File: src/rtl/param_element_counter.sv
// Splits a vector op of vl elements into per-lane micro-ops; first uop_valid one cycle after de_en.
// stall holds the current micro-op in place; ex_return restarts from reset_idx with top priority.
module param_element_counter #(
  parameter int NUM_LANES = 2,
  parameter int OFFSET_W  = 32,
  localparam int MAX_EPU  = 4 * NUM_LANES,
  localparam int CNT_W    = $clog2(MAX_EPU + 1)
) (
  input  logic                CLK,
  input  logic                nRST,
  input  logic                de_en,
  input  logic [OFFSET_W-1:0] vstart,
  input  logic [OFFSET_W-1:0] vl,
  input  logic [1:0]          sew,
  input  logic                stall,
  input  logic                ex_return,
  input  logic [OFFSET_W-1:0] reset_idx,
  output logic                uop_valid,
  output logic [OFFSET_W-1:0] offset,
  output logic [CNT_W-1:0]    uop_cnt,
  output logic [MAX_EPU-1:0]  elem_mask,
  output logic                done,
  output logic                busy
);

  localparam logic [0:0] IDLE = 1'b0;
  localparam logic [0:0] RUN  = 1'b1;

  logic [0:0]          state;
  logic [OFFSET_W-1:0] offset_r;
  logic [OFFSET_W-1:0] vl_r;
  logic [1:0]          sew_r;

  logic [OFFSET_W-1:0] epu;
  logic [OFFSET_W-1:0] remaining;
  logic                run;

  always_comb begin
    case (sew_r)
      2'b00:   epu = OFFSET_W'(NUM_LANES * 4);
      2'b01:   epu = OFFSET_W'(NUM_LANES * 2);
      default: epu = OFFSET_W'(NUM_LANES);
    endcase
  end

  assign run       = (state == RUN);
  assign remaining = vl_r - offset_r;
  assign uop_valid = run;
  assign busy      = run;
  assign offset    = offset_r;
  assign done      = run && (remaining <= epu);

  always_comb begin
    uop_cnt = '0;
    if (run)
      uop_cnt = (remaining < epu) ? CNT_W'(remaining) : CNT_W'(epu);
  end

  // Thermometer mask: lane slots below uop_cnt carry live elements.
  always_comb begin
    elem_mask = '0;
    for (int i = 0; i < MAX_EPU; i++)
      elem_mask[i] = (CNT_W'(i) < uop_cnt);
  end

  always_ff @(posedge CLK or negedge nRST) begin
    if (!nRST) begin
      state    <= IDLE;
      offset_r <= '0;
      vl_r     <= '0;
      sew_r    <= 2'b10;
    end else if (ex_return) begin
      offset_r <= reset_idx;
      state    <= (reset_idx < vl_r) ? RUN : IDLE;
    end else begin
      case (state)
        IDLE: begin
          if (de_en && (vstart < vl)) begin
            vl_r     <= vl;
            sew_r    <= sew;
            offset_r <= vstart;
            state    <= RUN;
          end
        end
        default: begin
          // remaining > epu on a non-final step, so this add cannot pass vl_r.
          if (!stall) begin
            if (done) state <= IDLE;
            else      offset_r <= offset_r + epu;
          end
        end
      endcase
    end
  end

endmodule

File: config.mk
export PLATFORM = sky130hd
export DESIGN_NAME = param_element_counter
export DESIGN_NICKNAME = d
export VERILOG_FILES = /design/src/rtl/param_element_counter.sv
export SDC_FILE = /design/constraint.sdc
export NUM_CORES = 1
export LEC_CHECK = 0
export BUFFER_PORTS_ARGS = -buffer_cell sky130_fd_sc_hd__buf_2
export CORE_MARGIN = 5
export CORE_UTILIZATION = 35
export CTS_CLUSTER_DIAMETER = 200
export DETAILED_ROUTE_END_ITERATION = 8
export GPL_TIMING_DRIVEN = 0
export PLACE_DENSITY_LB_ADDON = 0.15
export SYNTH_ARGS = -nofsm -noshare
export SYNTH_HDL_FRONTEND = slang
export SYNTH_SLANG_ARGS = --single-unit
File: constraint.sdc
create_clock -name CLK -period 5.2 [get_ports CLK]
set_input_delay 0.26 -clock CLK [delete_from_list [all_inputs] [get_ports CLK]]
set_output_delay 0.26 -clock CLK [all_outputs]
set_load 0.05 [all_outputs]
== After elaboration in Yosys (flattened, before gate mapping) ==
Index checks and enable logic that the tools add are counted.

* $mul: 0
* Order comparisons: 12
* Divide/modulo/power cells: 0
* Shift operators: 0
* Reduce and logical (&&, ||, !) cells: 6
* Equal/unequal tests: 3
* Muxes and demuxes: 14
* Add/subtract/negate cells: 2
* Bitwise operators: 2

{| class="wikitable"
|+ Operator list
! kind !! count
|-
| 2-to-1 mux 32 bit || 5
|-
| less-than comparator 32 bit || 3
|-
| adder 32 x 4 -> 32 bit || 1
|-
| <= comparator 32 bit || 1
|-
| subtractor 32 bit || 1
|-
| less-than comparator 3 x 4 -> 1 bit (first input constant) || 4
|-
| less-than comparator 1 x 4 -> 1 bit (first input constant) || 2
|-
| less-than comparator 2 x 4 -> 1 bit (first input constant) || 2
|-
| 2-to-1 mux 4 bit || 2
|-
| case mux 4 bit (2 select lines) || 1
|-
| 2-to-1 mux 1 bit || 6
|-
| inequality test 3 bit (second input constant) || 2
|-
| AND reduction 3 bit || 2
|-
| nonzero test 3 bit || 1
|-
| == test 2 x 1 -> 1 bit (second input constant) || 1
|-
| logical AND 1 bit || 2
|-
| logical NOT 2 bit || 1
|-
| NOT 1 bit || 2
|}

* Bits in writable memories: 0
* Register bits: 67
* ROM bits: 0
* Bits in latches: 0
* Memories: 0
* Logic and storage cells: 43
* Output and inout bits: 47
* Bits of input ports: 103

== Longest topological paths before layout ==
* Depth after elaboration: 8
* Depth in mapped cells: 16
* Mapped depth without buffers: 14

== Least setup slack after synthesis ==
OpenSTA, ideal clock, no wires.

* Kind: reg2out
* Start: register offset_r[10], in the netlist offset[10]
* End: output elem_mask[0]
* Data arrival time: 5,200 ps
* Path buffers: 1
* Setup slack: -260 ps
* Cell stages (with the launch flop): 13
* Data required time: 4,940 ps
* Cells stage by stage: dfrtp_1 -> inv_1 -> ha_1 -> buf_4 -> nand4_4 -> or3_4 -> o211a_4 -> a2111oi_4 -> mux2i_1 -> or4_4 -> nor4_4 -> nor3b_1 -> or2_1

* Cells in the longest elaborated chain, start to end: 5

{| class="wikitable"
|+ Ends and longest elaborated chain
! item !! RTL line !! RTL
|-
| start, declared || 30 || <nowiki>logic [OFFSET_W-1:0] offset_r;</nowiki>
|-
| start signal, assigned || 73 || <nowiki>offset_r <= reset_idx;</nowiki>
|-
| start signal, assigned || 81 || <nowiki>offset_r <= vstart;</nowiki>
|-
| start signal, assigned || 89 || <nowiki>else offset_r <= offset_r + epu;</nowiki>
|-
| subtractor 32 bit || 47 || <nowiki>assign remaining = vl_r - offset_r;</nowiki>
|-
| less-than comparator 32 bit || 56 || <nowiki>uop_cnt = (remaining < epu) ? CNT_W'(remaining) : CNT_W'(epu);</nowiki>
|-
| 2-to-1 mux 4 bit || 56 ||
|-
| 2-to-1 mux 4 bit || 55 || <nowiki>if (run)</nowiki>
|-
| via uop_cnt[0] || 20 || <nowiki>output logic [CNT_W-1:0] uop_cnt,</nowiki>
|-
| less-than comparator 1 x 4 -> 1 bit || 63 || <nowiki>elem_mask[i] = (CNT_W'(i) < uop_cnt);</nowiki>
|-
| end, declared || 21 || <nowiki>output logic [MAX_EPU-1:0] elem_mask,</nowiki>
|}

The timed path passes the listed nets, and every way through them passes these cells.

== Final worst setup path ==
* Start: register offset_r[4], in the netlist offset[4]
* End: output elem_mask[4]

* Cells in the longest elaborated chain, start to end: 5

{| class="wikitable"
|+ Ends and longest elaborated chain
! item !! RTL line
|-
| subtractor 32 bit || 47
|-
| less-than comparator 32 bit || 56
|-
| 2-to-1 mux 4 bit || 56
|-
| 2-to-1 mux 4 bit || 55
|-
| less-than comparator 3 x 4 -> 1 bit || 63
|}

Every way passes these cells.

==> results.json <==
{
  "clockPowerShare_pct": 9.9,
  "critPathSlowestCell": "or4b_1",
  "clock_sinks": 67,
  "power.total_mw": 6.39,
  "io_buffers": 149,
  "async_reset_ff_share_pct": 100,
  "synthCells": 1087,
  "path_delay_family": "simple AND/OR/NAND/NOR gates",
  "critical-path-max-stage-delay_ns": 0.55,
  "multiInputGateArea_um2": 5950,
  "syn-num-nets": 1291,
  "dpl-instance-area_um2": 9460,
  "p_seq_share_pct": 15.9,
  "num_rows": 56,
  "first_iter_violations": 808,
  "stdcell_count": 1577,
  "insertion_delay_ns": 0.35,
  "fp.dieH_um": 164,
  "syn_to_final_growth_pct": 19.1,
  "clock_skew_ns": 0.00701,
  "die_w_um": 164,
  "wl_per_cell_um": 21.8,
  "clock.fmax_mhz": 199,
  "n_fill_cell": 2509,
  "design_area_um2": 9860,
  "cp_data_required_time_ns": 4.94,
  "antenna_found_initial": 0,
  "place_hpwl_um": 28500,
  "path_cells": "inv_1 -> ha_1 -> a21oi_2 -> o221a_2 -> o21ai_0 -> xor2_1 -> or4b_1 -> or4b_1 -> nor4_4 -> nand3_2 -> a21oi_1 -> and4_1 -> buf_2",
  "synth.distinct_cells": 82,
  "cpMostUsedCell": "or4b_1",
  "drv_cap": 0,
  "slew_violations": 0,
  "fin_ws_ns": 0.182,
  "vias": 9139,
  "path_max_fanout": 6,
  "cts_tree": "yes",
  "vdd_ir_drop_max_mv": 0.242,
  "ys.flop_type": "dfrtp_1",
  "final_cell_mix": "buf_2 (151), inv_1 (118), nand2_1 (107)",
  "seq_area_um2": 1680,
  "p_sw_share_pct": 57.2,
  "layout.nets": 1457,
  "critPathArrivalTime_ns": 4.76,
  "power_frac_comb_pct": 74.2,
  "drtPass1Iterations": 5,
  "wl_um": 34400,
  "grt_max_degree": 56,
  "status": "completed",
  "num_antenna_cells": 0,
  "yosys_warnings": 0,
  "final_common_cell": "buf_2",
  "switchingPower_mw": 3.66,
  "gp_congestion": 0.959,
  "whs_ns": 0.137,
  "synth-edff-count": 0,
  "drc": 0,
  "rsz0062_at_grt": "yes",
  "min_path_type": "input port to register",
  "grt_pass1_wl_um": 52200,
  "fin_crit_sh_pct": 96.5,
  "setup.worst_path.start_class": "register",
  "vias_per_cell": 5.80,
  "overflow": 0,
  "coreArea_um2": 23400,
  "place_ws_ns": 0.0791,
  "dieArea_um2": 26800,
  "clockBufferDepth": 2,
  "syn_area_um2": 8280,
  "critPathKind": "register to output port",
  "p_int_mw": 2.73,
  "period_needed_ns": 5.02,
  "hold_viol": 0,
  "max_slew.worst_pin.slew_ns": 0.850,
  "maxSlewHeadroom_pct": 42.8,
  "yosysSeqAreaShare_pct": 20.3,
  "post-route-util_pct": 42.1,
  "grt.total_usage_pct": 25.4,
  "num_io_pins": 150,
  "clkTransAtPathRegs_ns": 0.06,
  "p_leak_nw": 4.70,
  "setup_viol": 0,
  "root_buffer": "clkbuf_16",
  "powerDensity_nw_per_um2": 648,
  "grt_pass1_vias": 8683,
  "initial_utilization_pct": 35.4,
  "finalSetupTns_ns": 0,
  "final_layout_size_suffix_gt1_share_pct": 17.7,
  "endpoint_kind": "output port",
  "synth.avg_cell_area_um2": 7.61,
  "postRouteAntennaNets": 0,
  "cts_buffers": 9,
  "synth-seq-cells": 67,
  "path_buf_inv": 2,
  "htreeDepth": 3,
  "post-place-cells": 1556
}
==> worst min-delay path, cell delays in order <==
cell,delay (ns)
buf_2,0.09
nand2_1,0.04
o21ai_0,0.06
==> power by group through the flow <==
stage          clock, mW  combinational, mW  sequential [mW]
6_report           0.633               4.74             1.02
3_3_place_gp           0               4.56             1.01
5_1_grt            0.653               5.19             1.04
2_1_floorplan          0               3.07             1.18
4_1_cts            0.635               4.60             1.01
3_5_place_dp           0               4.55             1.01
==> state kept, by name, indices dropped and copies added (netlist names) <==
name,flops
sew_r,2
offset,32
busy,1
vl_r,32
==> cell families (layout without fill, tap and decap cells) <==
logic type / count (synthesis) / after routing / synth area share, %
AOI/OAI and AO/OA: 343 / 343 / 28.2
xor gates and xnor gates: 21 / 21 / 2.22
buffers and inverters: 171 / 342 / 8.33
and+or+nand+nor: 355 / 355 / 22.0
DFF: 67 / 67 / 20.3
muxes: 29 / 29 / 3.55
adders and majority gates: 101 / 101 / 15.4
==> metal layers <==
metal | up-vias | GRT usage [%] | wire length (µm)
met5 | - | 0 | 0
met3 | 60 | 2.53 | 2150
met1 | 4380 | 35.9 | 15500
li1 | 4334 | - | -
met4 | 0 | 7.62 | 898
met2 | 365 | 41.3 | 15800
==> area by class of cell <==
type | instances | area share (%)
buffer | 50 | 2.40
clock buffer | 9 | 2.28
clock inverter | 7 | 0.698
inverter | 118 | 4.49
multi-input combinational | 849 | 60.4
sequential | 67 | 17.0
tap | 319 | 4.05
timing repair buffer | 158 | 8.66
==> cell usage after synthesis, drive strengths merged, types with 7 or more instances <==
cell type	count	share of area (%)
o21a	12	1.1
nand2	108	4.9
o31ai	8	0.73
dfrtp	66	20
a21oi	94	5.8
nor2	68	3.1
inv	118	5.4
xnor2	16	1.7
o21ai	74	4.6
nand2b	13	0.98
and3	11	0.83
buf	19	1.4
a211oi	21	1.9
or3	11	0.89
mux2i	26	3.1
clkbuf	34	1.5
a21o	31	2.8
or2	8	0.60
nor4	12	1.1
nor2b	7	0.53
a31oi	13	0.98
or4	7	0.68
nand3	28	1.7
a32o	9	1.1
o211ai	9	0.82
nor3	21	1.3
ha	99	15
nand4	36	2.9
==> repair_timing <==
action	in CTS	in global routing
buffers inserted	0	6
hold buffers	1	0
hold endpoints to repair	11	0
endpoints found under the setup margin	8	11
pin swaps	0	4
gates resized for setup	3	10
==> worst paths after layout <==
kind	end	slack, ns	from	depth (start not counted)
setup reg to reg	offset[31]$_DFFE_PN0P_	0.50	offset[4]$_DFFE_PN0P_	14
hold reg to reg	vl_r[12]$_DFFE_PN0P_	0.53	vl_r[12]$_DFFE_PN0P_	2
max in group asynchronous	offset[23]$_DFFE_PN0P_	4.33	nRST	3
setup / recovery	elem_mask[4]	0.18	offset[4]$_DFFE_PN0P_	13
hold / removal	offset[0]$_DFFE_PN0P_	0.14	reset_idx[0]	3
min in group asynchronous	vl_r[0]$_DFFE_PN0P_	0.31	nRST	2
Note: power is estimated with default switching activity, not from simulation.
